**config.mk**
```make
export PLATFORM = sky130hd
export DESIGN_NAME = shift_sequencer_flat
export DESIGN_NICKNAME = d
export VERILOG_FILES = /design/src/rtl/shift_sequencer_pkg.sv /design/src/rtl/shift_sequencer_if.sv /design/src/rtl/shift_sequencer_dff_chain.sv /design/src/rtl/shift_sequencer.sv /design/src/flat_wrapper.sv
export SDC_FILE = /design/constraint.sdc
export NUM_CORES = 1
export LEC_CHECK = 0
export CAP_MARGIN = 10
export CORE_MARGIN = 2
export CORE_UTILIZATION = 30
export DETAILED_ROUTE_END_ITERATION = 12
export SYNTH_ARGS = -nofsm -noshare
export SYNTH_HDL_FRONTEND = slang
export SYNTH_HIERARCHICAL = 1
export SYNTH_SLANG_ARGS = --single-unit
```
**constraint.sdc**
```tcl
create_clock -name CLK -period 1.69 [get_ports CLK]
set_input_delay 0.338 -clock CLK [delete_from_list [all_inputs] [get_ports CLK]]
set_output_delay 0.338 -clock CLK [all_outputs]
set_load 0.03 [all_outputs]
```
**src/rtl/shift_sequencer_pkg.sv**
```systemverilog
// Shared constants and state encoding for the serial shift sequencer.
package shift_seq_pkg;

    localparam int DEFAULT_WIDTH = 8;

    typedef logic [1:0] state_t;

    localparam state_t ST_IDLE  = 2'd0;
    localparam state_t ST_SHIFT = 2'd1;
    localparam state_t ST_DONE  = 2'd2;

endpackage

```
**src/rtl/shift_sequencer_if.sv**
```systemverilog
// Parallel/serial transaction bus between a controller and shift_sequencer.
interface shift_sequencer_if
    import shift_seq_pkg::*;
#(
    parameter int WIDTH = DEFAULT_WIDTH
);
    logic             START;
    logic [WIDTH-1:0] DIN;
    logic             SIN;
    logic             SOUT;
    logic             SOUT_VALID;
    logic             BUSY;
    logic             DONE;
    logic [WIDTH-1:0] DOUT;

    modport master (
        output START, DIN, SIN,
        input  SOUT, SOUT_VALID, BUSY, DONE, DOUT
    );

    modport slave (
        input  START, DIN, SIN,
        output SOUT, SOUT_VALID, BUSY, DONE, DOUT
    );
endinterface

```
**src/rtl/shift_sequencer_dff_chain.sv**
```systemverilog
// Gate-level style shift chain: one dff cell per bit behind a load/shift mux.
module dff (
    input  logic CLK,
    input  logic RST,
    input  logic D,
    output logic Q
);
    always_ff @(posedge CLK) begin
        if (RST) Q <= 1'b0;
        else     Q <= D;
    end
endmodule

module dff_chain #(
    parameter int WIDTH = 8
) (
    input  logic             CLK,
    input  logic             RST,
    input  logic             LD,
    input  logic             SH,
    input  logic [WIDTH-1:0] DIN,
    input  logic             SIN,
    output logic [WIDTH-1:0] Q
);
    logic [WIDTH-1:0] shifted;
    logic [WIDTH-1:0] d;

    assign shifted = {Q[WIDTH-2:0], SIN};

    genvar i;
    generate
        for (i = 0; i < WIDTH; i++) begin : g_bit
            // Load wins over shift; with neither asserted the cell recirculates.
            assign d[i] = LD ? DIN[i] : (SH ? shifted[i] : Q[i]);

            dff u_dff (
                .CLK (CLK),
                .RST (RST),
                .D   (d[i]),
                .Q   (Q[i])
            );
        end
    endgenerate
endmodule

```
**src/rtl/shift_sequencer.sv**
```systemverilog
// Sequences a WIDTH-bit dff chain: parallel load, MSB-first shift out/in, result capture.
module shift_sequencer
    import shift_seq_pkg::*;
#(
    parameter int WIDTH = DEFAULT_WIDTH
) (
    input  logic              CLK,
    input  logic              RST,
    shift_sequencer_if.slave  bus
);
    localparam int CNT_W = $clog2(WIDTH);
    localparam logic [CNT_W-1:0] CNT_LAST = CNT_W'(WIDTH - 1);

    state_t           state_q, state_d;
    logic [CNT_W-1:0] cnt_q, cnt_d;
    logic [WIDTH-1:0] dout_q, dout_d;
    logic [WIDTH-1:0] chain;
    logic             ld, sh;

    dff_chain #(.WIDTH(WIDTH)) u_chain (
        .CLK (CLK),
        .RST (RST),
        .LD  (ld),
        .SH  (sh),
        .DIN (bus.DIN),
        .SIN (bus.SIN),
        .Q   (chain)
    );

    always_comb begin
        state_d = state_q;
        cnt_d   = cnt_q;
        dout_d  = dout_q;
        ld      = 1'b0;
        sh      = 1'b0;
        case (state_q)
            ST_IDLE: begin
                if (bus.START) begin
                    ld      = 1'b1;
                    cnt_d   = '0;
                    state_d = ST_SHIFT;
                end
            end
            ST_SHIFT: begin
                sh    = 1'b1;
                cnt_d = cnt_q + CNT_W'(1);
                // Final shift: capture what the chain is about to hold.
                if (cnt_q == CNT_LAST) begin
                    dout_d  = {chain[WIDTH-2:0], bus.SIN};
                    cnt_d   = '0;
                    state_d = ST_DONE;
                end
            end
            ST_DONE: state_d = ST_IDLE;
            default: state_d = ST_IDLE;
        endcase
    end

    always_ff @(posedge CLK) begin
        if (RST) begin
            state_q <= ST_IDLE;
            cnt_q   <= '0;
            dout_q  <= '0;
        end else begin
            state_q <= state_d;
            cnt_q   <= cnt_d;
            dout_q  <= dout_d;
        end
    end

    assign bus.SOUT       = chain[WIDTH-1];
    assign bus.SOUT_VALID = (state_q == ST_SHIFT);
    assign bus.BUSY       = (state_q == ST_SHIFT) || (state_q == ST_DONE);
    assign bus.DONE       = (state_q == ST_DONE);
    assign bus.DOUT       = dout_q;
endmodule

```
**src/flat_wrapper.sv**
```systemverilog
// flat-port wrapper written by rule: the top's interface ports become plain ports
module shift_sequencer_flat import shift_seq_pkg::*;
#(
    parameter int WIDTH = DEFAULT_WIDTH
)
  (CLK, RST, bus_START, bus_DIN, bus_SIN, bus_SOUT, bus_SOUT_VALID, bus_BUSY, bus_DONE, bus_DOUT);
  shift_sequencer_if #(.WIDTH(WIDTH)) bus_i ();
  input  logic CLK;
  input  logic RST;
  input wire logic [$bits(bus_i.START)-1:0] bus_START;
  input wire logic [$bits(bus_i.DIN)-1:0] bus_DIN;
  input wire logic [$bits(bus_i.SIN)-1:0] bus_SIN;
  output wire logic [$bits(bus_i.SOUT)-1:0] bus_SOUT;
  output wire logic [$bits(bus_i.SOUT_VALID)-1:0] bus_SOUT_VALID;
  output wire logic [$bits(bus_i.BUSY)-1:0] bus_BUSY;
  output wire logic [$bits(bus_i.DONE)-1:0] bus_DONE;
  output wire logic [$bits(bus_i.DOUT)-1:0] bus_DOUT;
  assign bus_i.START = bus_START;
  assign bus_i.DIN = bus_DIN;
  assign bus_i.SIN = bus_SIN;
  assign bus_SOUT = bus_i.SOUT;
  assign bus_SOUT_VALID = bus_i.SOUT_VALID;
  assign bus_BUSY = bus_i.BUSY;
  assign bus_DONE = bus_i.DONE;
  assign bus_DOUT = bus_i.DOUT;
  shift_sequencer #(.WIDTH(WIDTH)) u_core (.CLK(CLK), .RST(RST), .bus(bus_i));
endmodule
```
### After elaboration in Yosys (flattened, before gate mapping)

Cells that the tools add are included.

* div/mod/pow operators: 0
* bitwise operators: 0
* $mul: 0
* reductions and logical operators: 7
* order comparisons: 0
* multiplexer cells: 25
* shift-type cells: 0
* eq/ne operators: 5
* $add $sub $neg: 1

Operators by type and width (number)
* $mux W1: 19
* $mux W3: 2
* $pmux W3 S2: 1
* $reduce_and A2 Y1: 3
* $mux W2: 2
* $pmux W2 S2: 1
* $reduce_bool A2 Y1: 2
* $add A3 B1 Y3 const B: 1
* $eq A3 B3 Y1 const B: 1
* $eq A2 B1 Y1 const B: 1
* $eq A2 B2 Y1 const B: 1
* $logic_not A2 Y1: 1
* $ne A2 B1 Y1 const B: 1
* $ne A2 B2 Y1 const B: 1
* $logic_or A1 B1 Y1: 1

* RAM bits: 0
* output and inout bits: 12
* logic and storage cells: 49
* bits of input ports: 12
* ROM bits: 0
* flip-flop bits (word level): 21
* bits in latches: 0
* memories: 0

### Depth between registers and ports, before layout

Gate-level depths: netlist of the first run.

* word-level depth: 4
* mapped depth: 7
* gate-level depth less buffers: 6

### Modules after synthesis

Netlist of the first run, hierarchy kept.

Modules (own cells, without submodules)
* shift_sequencer: cells an instance 66, instances 1, area each 580.6 um2
* dff: cells an instance 2, instances 8, area each 33.8 um2
* dff_chain: cells an instance 26, instances 1, area each 172.7 um2

### Worst setup path after synthesis of the first run

Ideal clock, no wire load.

* kind: register to register
* start point: register u_core.state_q[1]
* end point: register u_core.u_chain.g_bit[7].u_dff.Q
* slack: 0.189 ns
* cell stages (with the launch flop): 7
* data arrival time: 1.389 ns
* path through: dfxtp_1 inv_1 ha_1 buf_6 mux2i_1 o21ai_1 nor2b_4

* longest elaborated chain between the ends: 3
* elaborated cells on any way between the ends: 6

Ends and longest elaborated chain
* start, declared: RTL line shift_sequencer.sv:14 `state_t state_q, state_d;`
* start signal, assigned: RTL line shift_sequencer.sv:65 `state_q <= state_d;`
* $eq A2 B1 Y1
* via bus_SOUT_VALID: RTL line flat_wrapper.sv:14 `output wire logic [$bits(bus_i.SOUT_VALID)-1:0] bus_SOUT_VALID;`
* $mux W1: RTL line shift_sequencer.sv:36 `case (state_q)`
* $reduce_bool A2 Y1 (no line)
* end signal, assigned: RTL line shift_sequencer_dff_chain.sv:9 `if (RST) Q <= 1'b0;`
* end signal, assigned: RTL line shift_sequencer_dff_chain.sv:10 `else Q <= D;`
* end, declared: RTL line shift_sequencer_dff_chain.sv:6 `output logic Q`

The timed path passes the listed nets, and every way through them passes these cells.
A chain may end at the register's enable or synchronous reset.

### Worst setup path in the final report of the first run

* start point: register u_core.state_q[1]
* end point: output bus_SOUT_VALID

* longest elaborated chain between the ends: 1

Ends and longest elaborated chain
* $eq A2 B1 Y1: RTL line shift_sequencer.sv:72 `assign bus.SOUT_VALID = (state_q == ST_SHIFT);`
* end, declared: RTL line flat_wrapper.sv:14

No other way between the ends.

==> flow_metrics.py, run 1 <==
metrics = {
    "yosys": {
        "netlist_instances": 108,
        "yosysWarnings": 6,
        "syn-num-nets": 126,
        "synth_top_area_share_pct": 41.08,
        "yosysTopAreaCell": "dfxtp_1",
        "ys.flop_type": "dfxtp_1",
        "async_flop_share_pct": 0,
        "ys_seq_area_share_pct": 41.08,
        "synth_area_leaders": "dfxtp_1 (41%), nor2b_4 (11%), mux2i_1 (8.8%)",
        "synth-edff-count": 0,
        "syn_avg_cell_area_um2": 9.477,
        "syn_area_um2": 1023,
        "ys_seq_elements": 21,
        "synth.distinct_cells": 20,
    },
    "worst_setup_path": {
        "path_cells": "inv_2 -> ha_2 -> buf_12 -> buf_6",
        "worstSetupPathType": "reg -> out",
        "cp.required_ps": 1350,
        "crit_family": "buffers and inverters",
        "slowest_delay_ps": 340,
        "cp.arrival_ps": 1250,
        "start_kind": "flip-flop",
        "crit_path_end_kind": "output pin",
        "cp_max_fo": 23,
        "crit_slowest_cell": "dfxtp_1",
        "path_buf_inv": 3,
    },
    "timing": {
        "setup_viol_count_final": 0,
        "skew_ps": 6.895,
        "fmax_ghz": 0.6285,
        "final-hold-violation-count": 0,
        "period_needed_ps": 1591,
        "holdWs_ps": 465.3,
        "worst_pin_slew_ps": 349.6,
        "rsz0062_at_grt": "no",
        "period_share_pct": 94.14,
        "tns_ps": 0,
        "slew_violations": 0,
        "slew_headroom_pct": 76.66,
    },
    "clock_network": {
        "clock_sinks": 21,
        "worstSkewPairLatency_ps": 310,
        "clk_pin_slew_ps": 120,
        "ctsHoldBuffers": 0,
        "cts_tree": "built",
        "cts_buffer_depth": 2,
        "cts_setup_buffers": 0,
        "cts_made_buffers": 3,
        "htree_levels": 1,
        "cts-root-buf": "clkbuf_4",
    },
    "pwr": {
        "power_per_cell_area_nw_per_um2": 812.4,
        "power_leakage_nw": 0.6492,
        "ir_worst_vdd_uv": 456.9,
    },
    "route": {
        "drt_iter0_drc": 22,
        "firstDrtPassIters": 4,
        "num_vias": 824,
        "drc": 0,
        "ant_nets": 0,
        "wire_per_inst_um": 11.46,
        "routed_wl_um": 2052,
        "via_per_inst": 4.603,
    },
    "die": {
        "num_rows": 21,
        "dieArea_um2": 3895,
        "start_util_pct": 30.91,
        "ios": 24,
        "core-area_um2": 3311,
        "die_w_um": 62.41,
        "fp.dieH_um": 62.41,
    },
    "global_route": {
        "grt_use_total_pct": 10.98,
        "grt_max_degree": 24,
        "grt_pass1_vias": 829,
        "grt_pass1_wl_um": 3429,
        "antenna_found_initial": 0,
        "overflow": 0,
    },
    "finish": {
        "drive_above_1_share_pct": 17.29,
        "layout.nets": 152,
        "fillers": 343,
        "diodes": 0,
        "multiInputGateArea_um2": 558.0,
        "syn2layout_area_growth_pct": 33.50,
        "regArea_um2": 421.7,
    },
    "placed_design": {
        "place_hpwl_um": 1449,
        "numPortBuffers": 23,
        "gp_congestion": 0.7174,
    },
    "min_path": {
        "hold_class": "reg -> reg",
    },
    "run": {
        "drv_cap": 0,
    },
    "run_status": {
        "status": "complete, no violations",
    },
}
## cells by family after synthesis
kind of cell / Yosys count / share of synthesized area (%)
mux: 9 / 8.802
fa+ha+maj: 6 / 7.335
simple gates: 41 / 24.94
buf+inv: 8 / 4.645
compound gates: 23 / 13.20
flops: 21 / 41.08
## cells in the mapped netlist, types with 2 or more instances
cell and n:
nand2_1 17, a32oi_1 3, a21oi_1 9, nor2b_4 8, nand3_1 9, mux2i_1 9
buf_2 2, ha_1 6, nor2_1 4, buf_6 2, dfxtp_1 21, inv_1 3
o21ai_1 8
## tightest hold or removal path, stage by stage, from the launching register on
cell     delay, ps
dfxtp_1        330
nand2_1         50
a21oi_1         50
## per-stage QoR
| step | worst slack, ps | instances | cell area, um^2 | utilization [%] | power [mW] |
|---|---|---|---|---|---|
| floorplan | 189.1 | 108 | 1023 | - | 0.7769 |
| global placement | 128.7 | 175 | 1318 | 39.80 | 0.8652 |
| detailed placement | 105.2 | 175 | 1318 | 39.80 | 0.8723 |
| CTS | 0.1220 | 179 | 1346 | 40.67 | 1.127 |
| global route | 23.95 | 179 | 1366 | 41.27 | 1.174 |
| finish | 98.95 | 179 | 1366 | 41.27 | 1.110 |
## cell usage in the layout, fill, tap and decap left out, types with 2 or more instances in the layout
master	count
buf_4	2
ha_1	5
nand3_1	9
mux2i_1	9
clkdlybuf4s50_1	11
o21ai_1	8
dfxtp_1	20
a32oi_1	3
nor2_1	4
inv_1	2
nand2_1	17
dlymetal6s2s_1	8
nor2b_4	8
a21oi_1	9
clkbuf_4	3
buf_12	2
## worst paths after layout
path                                      to                       startpoint  depth (start not counted)  slack [ps]
max                           bus_SOUT_VALID   u_core/state_q[1]$_SDFFE_PP0P_                          4         100
min reg2reg  u_core/bus.DOUT[3]$_SDFFE_PP0P_  u_core/bus.DOUT[3]$_SDFFE_PP0P_                          2         470
min          u_core/bus.DOUT[3]$_SDFFE_PP0P_  u_core/bus.DOUT[3]$_SDFFE_PP0P_                          2         470
max reg2reg  u_core/bus.DOUT[6]$_SDFFE_PP0P_     u_core/cnt_q[0]$_SDFFE_PP0P_                          6         280
## metal layers
layer	wire (um)	vias up	global-route usage [%]
met5	0	-	0
met4	63	0	6.667
met3	63	6	1.982
met2	1016	19	20.30
met1	907	382	11.42
li1	-	417	-
## cell type report
cell class	instances	area share [%]
Inverter	3	0.8242
Timing Repair Buffer	26	21.25
Sequential cell	21	30.86
Clock inverter	1	0.3663
Clock buffer	3	1.648
Tap cell	46	4.212
Multi-Input combinational cell	79	40.84
## timing repair
action / 4_1_cts / 5_1_grt
endpoints found under the setup margin: 3 / 10
gates resized for setup: 4 / 12
pin swaps: 0 / 0
## power by group
part	internal, mW	switching (mW)
logic	0.157	0.157
registers	0.524	0.0228
clock network	0.0885	0.161
## flip-flops by register name, indices dropped and copies added (netlist names)
name and flops:
u_core/u_chain/g_bit.u_dff/Q 8, u_core/cnt_q 3, u_core/bus.DOUT 8, u_core/state_q 2
Note: power is estimated with default switching activity, not from simulation.
==> inputs of run 2 (changes only) <==
--- a/config.mk
+++ b/config.mk
@@ -6,9 +6,10 @@
 export NUM_CORES = 1
 export LEC_CHECK = 0
 export CAP_MARGIN = 10
-export CORE_MARGIN = 2
+export CORE_MARGIN = 10
 export CORE_UTILIZATION = 30
 export DETAILED_ROUTE_END_ITERATION = 12
+export GPL_TIMING_DRIVEN = 0
 export SYNTH_ARGS = -nofsm -noshare
 export SYNTH_HDL_FRONTEND = slang
 export SYNTH_HIERARCHICAL = 1
==> run 2 against run 1 <==
  * Die area rose by 58%
  * Clock skew down 5.3 ps
  * Worst hold slack worse by 6.2 ps
  * Sequential share of layout area up 0.78 points
  * Largest power group unchanged
  * Non-clock buffer count grew 2
  * Setup slack improved by 17 ps
  * Utilization is 1.0 points lower
  * Highest routed layer unchanged
==> flow_metrics.py, run 2 (same netlist as run 1, synthesis figures left out) <==
metrics = {
    "die": {
        "core-area_um2": 3311,
        "num_rows": 21,
        "die_w_um": 78.41,
        "start_util_pct": 30.91,
        "dieArea_um2": 6148,
        "ios": 24,
        "fp.dieH_um": 78.41,
    },
    "worst_setup_path": {
        "cp.required_ps": 1350,
        "r2r_slack_ps": 240,
        "cp_max_fo": 7,
        "worstSetupPathType": "reg -> out",
        "crit_path_end_kind": "output pin",
        "start_kind": "flip-flop",
        "cp.arrival_ps": 1240,
    },
    "finish": {
        "fin_cells": 181,
        "final_common_cell": "dfxtp_1",
        "layout.nets": 154,
        "syn2layout_area_growth_pct": 30.20,
        "drive_above_1_share_pct": 16.30,
        "final_cell_mix": "dfxtp_1 (20), nand2_1 (17), clkdlybuf4s50_1 (10)",
        "fillers": 369,
        "diodes": 0,
        "fin_util_pct": 40.25,
    },
    "clock_network": {
        "cts_buffer_depth": 2,
        "clk_pin_slew_ps": 110,
        "cts_tree": "built",
        "htree_levels": 1,
        "ctsHoldBuffers": 0,
        "cts_made_buffers": 3,
        "clock_sinks": 21,
        "cts-root-buf": "clkbuf_4",
        "worstSkewPairLatency_ps": 300,
    },
    "global_route": {
        "grt_pass1_wl_um": 3684,
        "grt_pass1_vias": 820,
        "overflow": 0,
        "antenna_found_initial": 0,
        "grt_max_degree": 13,
        "grt_use_total_pct": 7.296,
    },
    "route": {
        "routed_wl_um": 2180,
        "wl_met1_um": 964,
        "via_per_inst": 4.459,
        "firstDrtPassIters": 4,
        "dr_wl_met2_um": 1053,
        "wire_per_inst_um": 12.04,
        "ant_nets": 0,
        "drc": 0,
        "met3WireLength_um": 147,
        "num_vias": 807,
        "maxUsedRoutingLayer": "met4",
        "drt_iter0_drc": 30,
    },
    "placed_design": {
        "gp_congestion": 0.7671,
        "place_hpwl_um": 1699,
        "numPortBuffers": 23,
        "placed_cells": 177,
    },
    "timing": {
        "skew_ps": 1.621,
        "rsz0062_at_grt": "no",
        "worst_pin_slew_ps": 940.5,
        "slew_headroom_pct": 37.30,
        "holdWs_ps": 459.1,
        "slew_violations": 0,
        "final-hold-violation-count": 0,
        "setup_viol_count_final": 0,
        "period_share_pct": 93.15,
        "fmax_ghz": 0.6353,
        "period_needed_ps": 1574,
    },
    "pwr": {
        "power_leakage_nw": 0.6049,
        "ir_worst_vdd_uv": 364.2,
        "power_per_cell_area_nw_per_um2": 816.8,
    },
    "min_path": {
        "hold_class": "reg -> reg",
    },
    "run": {
        "drv_cap": 0,
    },
    "run_status": {
        "status": "complete, no violations",
    },
}
run 2: per-layer routing:
metal,vias to the layer above,track usage [%]
met5,-,0
met4,0,2.688
met3,2,3.872
met2,17,11.92
met1,364,7.839
li1,424,-
run 2: metrics by stage:
step	cell area, um^2	worst slack (ps)	power, mW	setup TNS [ps]
after global routing	1333	32.04	1.159	0
after CTS	1330	8.921	1.117	0
after detailed placement	1311	-455.9	0.8734	-4588
after floorplan	1023	189.1	0.7769	0
after global placement	1311	-417.6	0.8686	-4136
final	1333	115.8	1.088	0
run 2: path summary, 6_finish.rpt:
kind / start / to / depth (start not counted)
max: u_core/state_q[1]$_SDFFE_PP0P_ / bus_SOUT_VALID / 3
min: u_core/bus.DOUT[2]$_SDFFE_PP0P_ / u_core/bus.DOUT[2]$_SDFFE_PP0P_ / 2
max reg2reg: u_core/state_q[0]$_SDFFE_PP0P_ / u_core/u_chain/g_bit[3].u_dff/Q$_SDFF_PP0_ / 7
min reg2reg: u_core/bus.DOUT[2]$_SDFFE_PP0P_ / u_core/bus.DOUT[2]$_SDFFE_PP0P_ / 2
run 2: worst max-delay path, stage by stage, from the launching register on:
cell and delay (ps):
dfxtp_1 340, inv_1 110, ha_2 270, buf_2 220
run 2: what timing repair did:
item                                    CTS  global route
hold endpoints to repair                  0             0
setup buffers                             0             0
gates cloned                              0             0
gates resized for setup                  16             9
endpoints found under the setup margin   17             7
run 2: power breakdown:
group	internal, mW	leakage, nW	switching [mW]
logic	0.146	0.419	0.156
registers	0.524	0.171	0.0226
clock network	0.0920	0.0150	0.148
run 2: cell type report:
class | count | area, um^2 | share of cell area [%]
Sequential cell | 21 | 421.7 | 31.64
Buffer | 5 | 36.28 | 2.723
Multi-Input combinational cell | 79 | 558.0 | 41.88
Timing Repair Buffer | 23 | 221.5 | 16.62
Clock buffer | 4 | 26.28 | 1.972
Inverter | 3 | 11.26 | 0.8451
Tap cell | 46 | 57.56 | 4.319
==> inputs of run 3 (changes only) <==
--- a/config.mk
+++ b/config.mk
@@ -8,6 +8,7 @@
 export CAP_MARGIN = 10
 export CORE_MARGIN = 10
 export CORE_UTILIZATION = 30
+export CTS_CLUSTER_SIZE = 28
 export DETAILED_ROUTE_END_ITERATION = 12
 export GPL_TIMING_DRIVEN = 0
 export SYNTH_ARGS = -nofsm -noshare
==> results of run 3 <==
The final DEF is identical to that of run 2; final timing and power are the same.
